===== src/rtl/i2c_target_resp_if.sv =====
// Bus bundle for the I2C register target: wired-bus inputs, open-drain
// drives, busy flag and the register-write event strobe.
interface i2c_target_resp_if #(
    parameter int I2C_DATA_WIDTH = 8,
    parameter int NUM_REGS       = 16
);
    localparam int IDX_W = $clog2(NUM_REGS);

    logic                      scl_i;
    logic                      sda_i;
    logic                      scl_o;
    logic                      sda_o;
    logic                      busy_o;
    logic                      wr_valid_o;
    logic [IDX_W-1:0]          wr_idx_o;
    logic [I2C_DATA_WIDTH-1:0] wr_data_o;

    // Bus side (controller / environment)
    modport master (output scl_i, sda_i,
                    input  scl_o, sda_o, busy_o, wr_valid_o, wr_idx_o, wr_data_o);
    // Target side (this responder)
    modport slave  (input  scl_i, sda_i,
                    output scl_o, sda_o, busy_o, wr_valid_o, wr_idx_o, wr_data_o);
endinterface


===== src/rtl/i2c_target_resp.sv =====
// I2C target with a small register file. A write sets the register
// pointer with its first byte and stores each following byte at the
// auto-incrementing pointer; a read streams registers from the pointer.
// SCL is never stretched; SDA changes only while SCL is low.
module i2c_target_resp #(
    parameter int                        I2C_ADDR_WIDTH = 7,
    parameter int                        I2C_DATA_WIDTH = 8,
    parameter logic [I2C_ADDR_WIDTH-1:0] TARGET_ADDR    = 7'h22,
    parameter int                        NUM_REGS       = 16
) (
    input  logic             clk_i,
    input  logic             rst_i,
    i2c_target_resp_if.slave bus
);
    localparam int AW = I2C_ADDR_WIDTH;
    localparam int DW = I2C_DATA_WIDTH;
    localparam int PW = $clog2(NUM_REGS);
    localparam int SW = (DW > AW + 1) ? DW : AW + 1;
    localparam int CW = $clog2(SW + 1);
    localparam logic [CW-1:0] ADDR_LAST = CW'(AW);
    localparam logic [CW-1:0] DATA_LAST = CW'(DW - 1);

    typedef enum logic [3:0] {
        S_IDLE, S_ADDR, S_ADDR_ACK, S_PTR, S_PTR_ACK,
        S_WDATA, S_WDATA_ACK, S_RDATA, S_RDATA_ACK, S_IGNORE
    } state_t;

    state_t          state, state_nx;
    logic [1:0]      scl_sync, sda_sync;
    logic            scl_d, sda_d, scl_s, sda_s;
    logic            scl_rise, scl_fall, start_c, stop_c;
    logic [SW-2:0]   sreg;
    logic [SW-1:0]   sreg_nx;
    logic [CW-1:0]   bit_cnt;
    logic [1:0]      ack_ph;     // ACK sub-phase, see ACK state handling
    logic            rw_q;
    logic            addr_hit, addr_last, data_last;
    logic [DW-2:0]   tx;         // read bits still to be shifted out
    logic [PW-1:0]   ptr;
    logic [DW-1:0]   regs [NUM_REGS];
    logic [DW-1:0]   byte_in, rd_byte;
    logic            sda_q, busy_q, wr_valid_q;
    logic [PW-1:0]   wr_idx_q;
    logic [DW-1:0]   wr_data_q;

    // Two-flop synchronizers plus one history flop for edge detection
    always_ff @(posedge clk_i or negedge rst_i) begin
        if (!rst_i) begin
            scl_sync <= 2'b11;
            sda_sync <= 2'b11;
            scl_d    <= 1'b1;
            sda_d    <= 1'b1;
        end else begin
            scl_sync <= {scl_sync[0], bus.scl_i};
            sda_sync <= {sda_sync[0], bus.sda_i};
            scl_d    <= scl_sync[1];
            sda_d    <= sda_sync[1];
        end
    end

    assign scl_s     = scl_sync[1];
    assign sda_s     = sda_sync[1];
    assign scl_rise  = scl_s & ~scl_d;
    assign scl_fall  = ~scl_s & scl_d;
    assign start_c   = scl_s & sda_d & ~sda_s;
    assign stop_c    = scl_s & ~sda_d & sda_s;

    assign sreg_nx   = {sreg, sda_s};
    assign byte_in   = sreg_nx[DW-1:0];
    assign addr_hit  = (sreg_nx[AW:1] == TARGET_ADDR);
    assign rd_byte   = regs[ptr];
    assign addr_last = scl_rise && (bit_cnt == ADDR_LAST);
    assign data_last = scl_rise && (bit_cnt == DATA_LAST);

    // State register
    always_ff @(posedge clk_i or negedge rst_i) begin
        if (!rst_i) state <= S_IDLE;
        else        state <= state_nx;
    end

    // Next state; STOP and (repeated) START override everything
    always_comb begin
        state_nx = state;
        if (stop_c)       state_nx = S_IDLE;
        else if (start_c) state_nx = S_ADDR;
        else begin
            case (state)
                S_ADDR:      if (addr_last) state_nx = addr_hit ? S_ADDR_ACK : S_IGNORE;
                S_ADDR_ACK:  if (scl_fall && ack_ph != 2'd0) state_nx = rw_q ? S_RDATA : S_PTR;
                S_PTR:       if (data_last) state_nx = S_PTR_ACK;
                S_PTR_ACK:   if (scl_fall && ack_ph != 2'd0) state_nx = S_WDATA;
                S_WDATA:     if (data_last) state_nx = S_WDATA_ACK;
                S_WDATA_ACK: if (scl_fall && ack_ph != 2'd0) state_nx = S_WDATA;
                S_RDATA:     if (data_last) state_nx = S_RDATA_ACK;
                S_RDATA_ACK: begin
                    if (scl_rise && ack_ph == 2'd1 && sda_s)   state_nx = S_IGNORE;
                    else if (scl_fall && ack_ph == 2'd2)       state_nx = S_RDATA;
                end
                default: ;
            endcase
        end
    end

    // Datapath: bit shifting, ACK drive, pointer, register file, write strobe
    always_ff @(posedge clk_i or negedge rst_i) begin
        if (!rst_i) begin
            sreg       <= '0;
            bit_cnt    <= '0;
            ack_ph     <= 2'd0;
            rw_q       <= 1'b0;
            tx         <= '0;
            ptr        <= '0;
            sda_q      <= 1'b1;
            busy_q     <= 1'b0;
            wr_valid_q <= 1'b0;
            wr_idx_q   <= '0;
            wr_data_q  <= '0;
            for (int i = 0; i < NUM_REGS; i++) regs[i] <= '0;
        end else begin
            wr_valid_q <= 1'b0;
            if (stop_c) begin
                sda_q   <= 1'b1;
                busy_q  <= 1'b0;
                bit_cnt <= '0;
                ack_ph  <= 2'd0;
            end else if (start_c) begin
                // partial byte is dropped; busy survives a repeated START
                sda_q   <= 1'b1;
                bit_cnt <= '0;
                ack_ph  <= 2'd0;
            end else begin
                case (state)
                    S_ADDR: if (scl_rise) begin
                        sreg    <= sreg_nx[SW-2:0];
                        bit_cnt <= bit_cnt + 1'b1;
                        if (addr_last) begin
                            bit_cnt <= '0;
                            ack_ph  <= 2'd0;
                            rw_q    <= sreg_nx[0];
                            busy_q  <= addr_hit;
                        end
                    end
                    S_PTR, S_WDATA: if (scl_rise) begin
                        sreg    <= sreg_nx[SW-2:0];
                        bit_cnt <= bit_cnt + 1'b1;
                        if (data_last) begin
                            bit_cnt <= '0;
                            ack_ph  <= 2'd0;
                            if (state == S_PTR) begin
                                ptr <= byte_in[PW-1:0];
                            end else begin
                                regs[ptr]  <= byte_in;
                                wr_valid_q <= 1'b1;
                                wr_idx_q   <= ptr;
                                wr_data_q  <= byte_in;
                                ptr        <= ptr + 1'b1;
                            end
                        end
                    end
                    // phase 0: pull SDA low at the fall after bit 8;
                    // phase 1: release (or present read MSB) at the fall ending ACK
                    S_ADDR_ACK, S_PTR_ACK, S_WDATA_ACK: if (scl_fall) begin
                        if (ack_ph == 2'd0) begin
                            sda_q  <= 1'b0;
                            ack_ph <= 2'd1;
                        end else begin
                            ack_ph  <= 2'd0;
                            bit_cnt <= '0;
                            if (state == S_ADDR_ACK && rw_q) begin
                                sda_q <= rd_byte[DW-1];
                                tx    <= rd_byte[DW-2:0];
                            end else begin
                                sda_q <= 1'b1;
                            end
                        end
                    end
                    S_RDATA: begin
                        if (scl_fall) begin
                            sda_q <= tx[DW-2];
                            tx    <= {tx[DW-3:0], 1'b0};
                        end
                        if (scl_rise) bit_cnt <= data_last ? '0 : bit_cnt + 1'b1;
                    end
                    // phase 0: release SDA; phase 1: sample controller ACK;
                    // phase 2: present next byte's MSB at the fall ending ACK
                    S_RDATA_ACK: begin
                        if (scl_fall && ack_ph == 2'd0) begin
                            sda_q  <= 1'b1;
                            ack_ph <= 2'd1;
                        end else if (scl_rise && ack_ph == 2'd1) begin
                            if (!sda_s) begin
                                ptr    <= ptr + 1'b1;
                                ack_ph <= 2'd2;
                            end else begin
                                ack_ph <= 2'd0;
                            end
                        end else if (scl_fall && ack_ph == 2'd2) begin
                            ack_ph  <= 2'd0;
                            bit_cnt <= '0;
                            sda_q   <= rd_byte[DW-1];
                            tx      <= rd_byte[DW-2:0];
                        end
                    end
                    default: sda_q <= 1'b1;
                endcase
            end
        end
    end

    assign bus.scl_o      = 1'b1;
    assign bus.sda_o      = sda_q;
    assign bus.busy_o     = busy_q;
    assign bus.wr_valid_o = wr_valid_q;
    assign bus.wr_idx_o   = wr_idx_q;
    assign bus.wr_data_o  = wr_data_q;

endmodule


===== src/flat_wrapper.sv =====
// flat-port wrapper written by rule: the top's interface ports become plain ports
module i2c_target_resp_flat 
#(
    parameter int                        I2C_ADDR_WIDTH = 7,
    parameter int                        I2C_DATA_WIDTH = 8,
    parameter logic [I2C_ADDR_WIDTH-1:0] TARGET_ADDR    = 7'h22,
    parameter int                        NUM_REGS       = 16
)
  (clk_i, rst_i, bus_scl_i, bus_sda_i, bus_scl_o, bus_sda_o, bus_busy_o, bus_wr_valid_o, bus_wr_idx_o, bus_wr_data_o);
  i2c_target_resp_if #(.I2C_DATA_WIDTH(I2C_DATA_WIDTH), .NUM_REGS(NUM_REGS)) bus_i ();
  input  logic clk_i;
  input  logic rst_i;
  input wire logic [$bits(bus_i.scl_i)-1:0] bus_scl_i;
  input wire logic [$bits(bus_i.sda_i)-1:0] bus_sda_i;
  output wire logic [$bits(bus_i.scl_o)-1:0] bus_scl_o;
  output wire logic [$bits(bus_i.sda_o)-1:0] bus_sda_o;
  output wire logic [$bits(bus_i.busy_o)-1:0] bus_busy_o;
  output wire logic [$bits(bus_i.wr_valid_o)-1:0] bus_wr_valid_o;
  output wire logic [$bits(bus_i.wr_idx_o)-1:0] bus_wr_idx_o;
  output wire logic [$bits(bus_i.wr_data_o)-1:0] bus_wr_data_o;
  assign bus_i.scl_i = bus_scl_i;
  assign bus_i.sda_i = bus_sda_i;
  assign bus_scl_o = bus_i.scl_o;
  assign bus_sda_o = bus_i.sda_o;
  assign bus_busy_o = bus_i.busy_o;
  assign bus_wr_valid_o = bus_i.wr_valid_o;
  assign bus_wr_idx_o = bus_i.wr_idx_o;
  assign bus_wr_data_o = bus_i.wr_data_o;
  i2c_target_resp #(.I2C_ADDR_WIDTH(I2C_ADDR_WIDTH), .I2C_DATA_WIDTH(I2C_DATA_WIDTH), .TARGET_ADDR(TARGET_ADDR), .NUM_REGS(NUM_REGS)) u_core (.clk_i(clk_i), .rst_i(rst_i), .bus(bus_i));
endmodule

===== config.mk =====
export PLATFORM = sky130hd
export DESIGN_NAME = i2c_target_resp_flat
export DESIGN_NICKNAME = d
export VERILOG_FILES = /design/src/rtl/i2c_target_resp_if.sv /design/src/rtl/i2c_target_resp.sv /design/src/flat_wrapper.sv
export SDC_FILE = /design/constraint.sdc
export NUM_CORES = 1
export LEC_CHECK = 0
export CELL_PAD_IN_SITES_DETAIL_PLACEMENT = 1
export CELL_PAD_IN_SITES_GLOBAL_PLACEMENT = 1
export CORE_MARGIN = 5
export CORE_UTILIZATION = 45
export DETAILED_ROUTE_END_ITERATION = 10
export PLACE_DENSITY_LB_ADDON = 0.1
export SYNTH_ARGS = -nofsm -noshare
export SYNTH_HDL_FRONTEND = slang
export SYNTH_SLANG_ARGS = --single-unit

===== constraint.sdc =====
create_clock -name clk_i -period 2.3 [get_ports clk_i]
set_input_delay 0.46 -clock clk_i [delete_from_list [all_inputs] [get_ports clk_i]]
set_output_delay 0.46 -clock clk_i [all_outputs]
set_load 0.02 [all_outputs]

# ---- Word-level counts from Yosys, hierarchy flattened
# Index checks and enable logic that the tools add are counted.
dict set report classes {
  add_sub_neg 2
  n_lt_le_gt_ge 2
  eq_ne 44
  n_mux 76
  bitwise_logic 14
  n_reduce_logical 33
}
# cell count
set ops {}
lappend ops {{128-bit bitwise mux} 1}
lappend ops {{4-bit 2-to-1 mux} 26}
lappend ops {{7-bit 2-to-1 mux} 7}
lappend ops {{4-bit by 1-bit != test with 1-bit output, second input constant} 12}
lappend ops {{8-bit binary-select mux with 4-bit select} 1}
lappend ops {{8-bit demux with 4-bit select} 1}
lappend ops {{4-bit case mux with 7 select lines} 1}
lappend ops {{8-bit 2-to-1 mux} 3}
lappend ops {{1-bit 2-to-1 mux} 21}
lappend ops {{7-bit case mux with 3 select lines} 1}
lappend ops {{4-bit by 3-bit equality test with 1-bit output, second input constant} 5}
lappend ops {{2-bit 2-to-1 mux} 9}
lappend ops {{8-bit AND reduction} 2}
lappend ops {{5-bit AND reduction} 3}
lappend ops {{2-bit by 1-bit != test with 1-bit output, second input constant} 7}
lappend ops {{4-bit by 2-bit != test with 1-bit output, second input constant} 3}
lappend ops {{4-bit case mux with 3 select lines} 1}
lappend ops {{2-bit != test, second input constant} 5}
lappend ops {{5-bit by 1-bit != test with 1-bit output, second input constant} 2}
lappend ops {{10-bit AND reduction} 1}
lappend ops {{2-bit nonzero test} 5}
lappend ops {{5-bit nonzero test} 2}
lappend ops {{9-bit nonzero test} 1}
lappend ops {{4-bit by 1-bit adder with 4-bit output, second input constant} 2}
lappend ops {{other kinds (27)} 49}
dict set report totals {
  ff_bits 178
  input_bits 4
  output_inout_bits 16
}

# ---- Logic depth before layout (Yosys ltp)
dict set report logic_depth {
  ltp_word 10
  ltp_mapped 9
}

# ---- Worst setup path before layout
# Ideal clock, no wire load.
dict set report synth_path {
  kind {flip-flop to flip-flop}
  startpoint {reg u_core.scl_sync[1]}
  endpoint {reg u_core.regs[32] in the netlist's numbering}
  setup_ns 0.125
  t_arrival_ns 2.139
  required_time_ns 2.175
  path_slack_ns 0.036
  stages_incl_launch_ff 10
  n_path_buf 4
  path_cell_list {dfstp_2 buf_2 nand2b_1 clkbuf_1 nor2_1 nor4b_4 buf_6 and3_4 buf_12 mux2_4}
}
dict set report synth_via {
  elab_chain_len 4
}
# item line_no
set synth_lines {}
lappend synth_lines {{from (decl)} i2c_target_resp.sv:29} ;# logic [1:0] scl_sync, sda_sync;
lappend synth_lines {{from (signal assigned)} i2c_target_resp.sv:54} ;# scl_sync <= {scl_sync[0], bus.scl_i};
lappend synth_lines {{1-bit AND, on equally long branches (2 in series)} {i2c_target_resp.sv:65, i2c_target_resp.sv:66}}
lappend synth_lines {{1-bit NOT (no source line)} --}
lappend synth_lines {{6-bit AND reduction (no source line) (*)} --}
lappend synth_lines {{to (signal, indexed assignment)} i2c_target_resp.sv:152} ;# regs[ptr] <= byte_in;
lappend synth_lines {{to (decl)} i2c_target_resp.sv:40} ;# logic [DW-1:0] regs [NUM_REGS];
# Every way passes the cells marked *; elsewhere a longest branch is shown, timed or not.
# A chain may end at the register's enable or synchronous reset.

# ---- Worst setup path in the final report
dict set report layout_path {
  startpoint {reg u_core.sda_d}
  endpoint {reg u_core.regs[43] in the netlist's numbering}
}
dict set report layout_via {
  elab_chain_len 5
}
# item line_no
set layout_lines {}
lappend layout_lines {{from (decl)} i2c_target_resp.sv:30} ;# logic scl_d, sda_d, scl_s, sda_s;
lappend layout_lines {{from (signal assigned)} i2c_target_resp.sv:57} ;# sda_d <= sda_sync[1];
lappend layout_lines {{1-bit NOT} i2c_target_resp.sv:66} ;# assign stop_c = scl_s & ~sda_d & sda_s;
lappend layout_lines {{1-bit AND (2 in series)} i2c_target_resp.sv:66}
lappend layout_lines {{1-bit NOT (no source line)} --}
lappend layout_lines {{6-bit AND reduction (no source line) (*)} --}
# Marks and branches as above.

==> flow_metrics.tcl <==
set metrics [dict create \
    max-clock-path-buffers 2 \
    status "finished clean" \
    hold_depth 0 \
    worstHoldStart "u_core.sda_sync[0]" \
    multi_input_area_sq_um 4440 \
    dr.pass1.iters 6 \
    worst_clock_skew_ps 12.2 \
    setup_viol 0 \
    gr-usage-met2 0.336 \
    drv_slew 0 \
    hp-class "reg -> reg" \
    grt_pass1_wl_um 37500 \
    r2r-end "u_core.regs[43]" \
    synth-edff-count 0 \
    power_density_nw_per_um2 748 \
    nFillCells 1978 \
    worstPathMaxFanout 8 \
    r2r_setup_slack_ps 10 \
    slew_headroom 0.621 \
    worst_setup_path_end_kind "register" \
    dpl_cell_area_sq_um 9830 \
    ff2ff_path_depth 7 \
    num_vias 5597 \
    place_ws_ps -40.9 \
    drt_iter0_markers 255 \
    cts.sink_count 178 \
    rsz0062_at_grt "yes" \
    wl_per_cell_um 24.1 \
    io_pins 20 \
    port_buffers 18 \
    finalCriticalPeriod_ps 2290 \
    path_clk_slew_ps 70 \
    required_ps 2620 \
    syn_inst 646 \
    cts_tree "yes" \
    grt_max_degree 67 \
    async_reset_ff_frac 1.00 \
    htree_levels 4 \
    power.leakage_nw 4.82 \
    ys_ff_latch 178 \
    final.period_utilization 0.994 \
    synth.cell_area_sq_um 9080 \
    start_util 0.453 \
    dieHeight_um 152 \
    worst_slew_pin_slew_ps 564 \
    antenna_cells 0 \
    crit_family "flip-flops" \
    clkLatencyLatePin_ps 440 \
    areaGrowthSynthToFinish_pct 19.1 \
    dieArea_sq_um 23100 \
    criticalPathCategory "reg -> reg" \
    setup_slack_ps 14.2 \
    ir_drop_uv 451 \
    antenna_left 0 \
    cp.buffers_inverters 2 \
    regArea_sq_um 4460 \
    cap_violations 0 \
    ys_seq_area_frac 0.492 \
    drt-total-wl_um 23600 \
    rr_startpoint "u_core.sda_d" \
    die_w_um 152 \
    dp_hpwl_um 15500 \
    final_layout_size_suffix_gt1_frac 0.482 \
    slowest_stage "dfstp_2" \
    cp_slowest_stage_delay_ps 600 \
    fin_nets 703 \
    ys.flop_type "dfrtp_1" \
    ys_types 76 \
    row_count 52 \
    grt_use_total 0.205 \
    path_cells "xor2_4, a21o_4, nor4b_4, buf_6, clkbuf_16, and3_4, mux2_4" \
    final_area_sq_um 10800 \
    top_usage_layer "met2" \
    hold_viol 0 \
    syn_nets 655 \
    via_per_inst 5.73 \
    gp_congestion 0.870 \
    cp.arrival_ps 2600 \
    max_freq_ghz 0.437 \
    cts_made_buffers 17 \
    final.setup.tns_ps 0 \
    core_area_sq_um 20000 \
    ys_warn_count 0 \
    min_to "u_core.sda_sync[1]" \
    met3_usage 0.0384 \
    start_kind "register" \
    grt-ovfl-total 0 \
    grt_use_met1 0.288 \
    clockRootBuffer "clkbuf_16" \
    drc_errors 0 \
    grt_antenna_before_repair 0 \
    syn_avg_cell_area_sq_um 14.1 \
    grt_pass1_vias 6301 \
]
[worst register-to-register path, cell delays in order (launching register included)]
cell and delay, ps:
dfstp_2 600, xor2_4 110, a21o_4 220, nor4b_4 260
buf_6 170, clkbuf_16 160, and3_4 320, mux2_4 340
[cells in the mapped netlist (2+ instances only)]
master | count | area, sq um
dfrtp_1 | 171 | 4280
mux2_2 | 107 | 1200
mux2_4 | 56 | 841
mux4_2 | 30 | 676
o21ai_0 | 23 | 115
clkbuf_1 | 19 | 71.3
nor2_1 | 19 | 71.3
buf_2 | 17 | 85.1
nand2_1 | 14 | 52.6
and3_1 | 13 | 81.3
a21oi_1 | 11 | 55.1
mux2i_1 | 11 | 110
buf_1 | 10 | 37.5
nor2b_1 | 8 | 50.1
a22oi_1 | 7 | 52.6
and3_4 | 7 | 78.8
buf_12 | 7 | 140
dfstp_2 | 7 | 184
inv_1 | 7 | 26.3
nand2b_1 | 6 | 37.5
nand3_1 | 6 | 30.0
ha_1 | 5 | 62.6
o22ai_1 | 5 | 31.3
a211oi_1 | 4 | 30.0
a31oi_1 | 4 | 25.0
nor3_1 | 4 | 20.0
a2111oi_0 | 3 | 26.3
buf_4 | 3 | 22.5
buf_6 | 3 | 33.8
o31ai_1 | 3 | 22.5
or3_1 | 3 | 18.8
a21o_1 | 2 | 15.0
and2_1 | 2 | 12.5
and4_1 | 2 | 17.5
nand3b_1 | 2 | 15.0
nor3b_1 | 2 | 15.0
nor4bb_1 | 2 | 20.0
o22a_1 | 2 | 17.5
or2_2 | 2 | 12.5
[how the worst max path moves through the flow]
stage / startpoint / endpoint / slack [ps] / depth (start not counted)
CTS: u_core.sreg[2] / u_core.state[0] / 2 / 5
detailed placement: u_core.sda_d / u_core.regs[100] / -40 / 7
floorplan: u_core.scl_sync[1] / u_core.regs[32] / 40 / 9
global placement: u_core.sda_d / u_core.regs[111] / -40 / 7
global route: u_core.sda_d / u_core.regs[31] / -40 / 7
finish: u_core.sda_d / u_core.regs[43] / 10 / 7
[logic make-up after synthesis]
| family | after synthesis | synth area share |
|---|---|---|
| adders and majority gates | 5 | 0.00689 |
| AOI/OAI and AO/OA | 81 | 0.0627 |
| DFF | 178 | 0.492 |
| xor gates and xnor gates | 2 | 0.00276 |
| and+or+nand+nor | 108 | 0.0774 |
| muxes | 204 | 0.312 |
| buffers and inverters | 67 | 0.0464 |
| other | 1 | 0.000413 |
[placed cells by master (no fill, tap or decap), drive strengths merged, types with 4 or more instances in the layout]
cell             n
o21ai           24
a22oi            7
nor3             4
nand2b           6
dfstp            7
nand2           16
inv             17
nor2            19
and3            20
ha               5
a31oi            5
buf             69
mux2i           11
mux4            30
clkbuf          19
clkdlybuf4s50   17
a211oi           6
clkinv           5
a21oi           11
nand3            6
o22ai            5
dfrtp          171
mux2           163
nor2b            8
[flip-flops by register name, indices dropped and copies added (netlist names)]
signal and cells:
u_core.bus.sda_o 1, u_core.sda_sync 2, u_core.scl_d 1, u_core.sda_d 1, u_core.bus.busy_o 1, u_core.bus.wr_valid_o 1
u_core.bit_cnt 4, u_core.scl_sync 2, u_core.rw_q 1, u_core.ptr 4, u_core.regs 128, u_core.bus.wr_idx_o 4
u_core.sreg 7, u_core.ack_ph 2, u_core.state 4, u_core.bus.wr_data_o 8, u_core.tx 7
[stage by stage]
step	hold slack, ps	power (mW)	instances	util
2_1_floorplan	164	4.41	646	-
3_3_place_gp	290	5.13	936	0.491
3_5_place_dp	291	5.18	936	0.491
4_1_cts	358	8.09	972	0.522
5_1_grt	365	8.44	977	0.540
6_report	358	8.09	977	0.540
[report_power, final]
group,internal [mW],switching [mW],total [mW]
Sequential,3.25,0.0829,3.33
Combinational,0.648,1.20,1.85
Clock,1.46,1.44,2.90
[final cells by class]
class / count / area share
Timing Repair Buffer: 89 / 0.0892
Clock inverter: 15 / 0.0148
Sequential cell: 178 / 0.413
Clock buffer: 17 / 0.0393
Multi-Input combinational cell: 401 / 0.410
Inverter: 7 / 0.00243
Tap cell: 270 / 0.0312
[repair_timing]
item,4_1_cts,5_1_grt
endpoints found under the hold margin,8,0
hold buffers,1,0
pin swaps,1,3
gates resized for setup,4,71
cloned,0,2
endpoints found under the setup margin,47,80
setup buffers,3,3
[routing by layer]
layer  vias to the layer above  part of all wire  wire length, um
li1                       2472                 -                -
met1                      3014              0.47            11000
met2                        87              0.48            11400
met3                        24             0.038              900
met4                         0             0.013              311
met5                         -                 0                0
No activity file was read; power rests on OpenSTA's default activity.
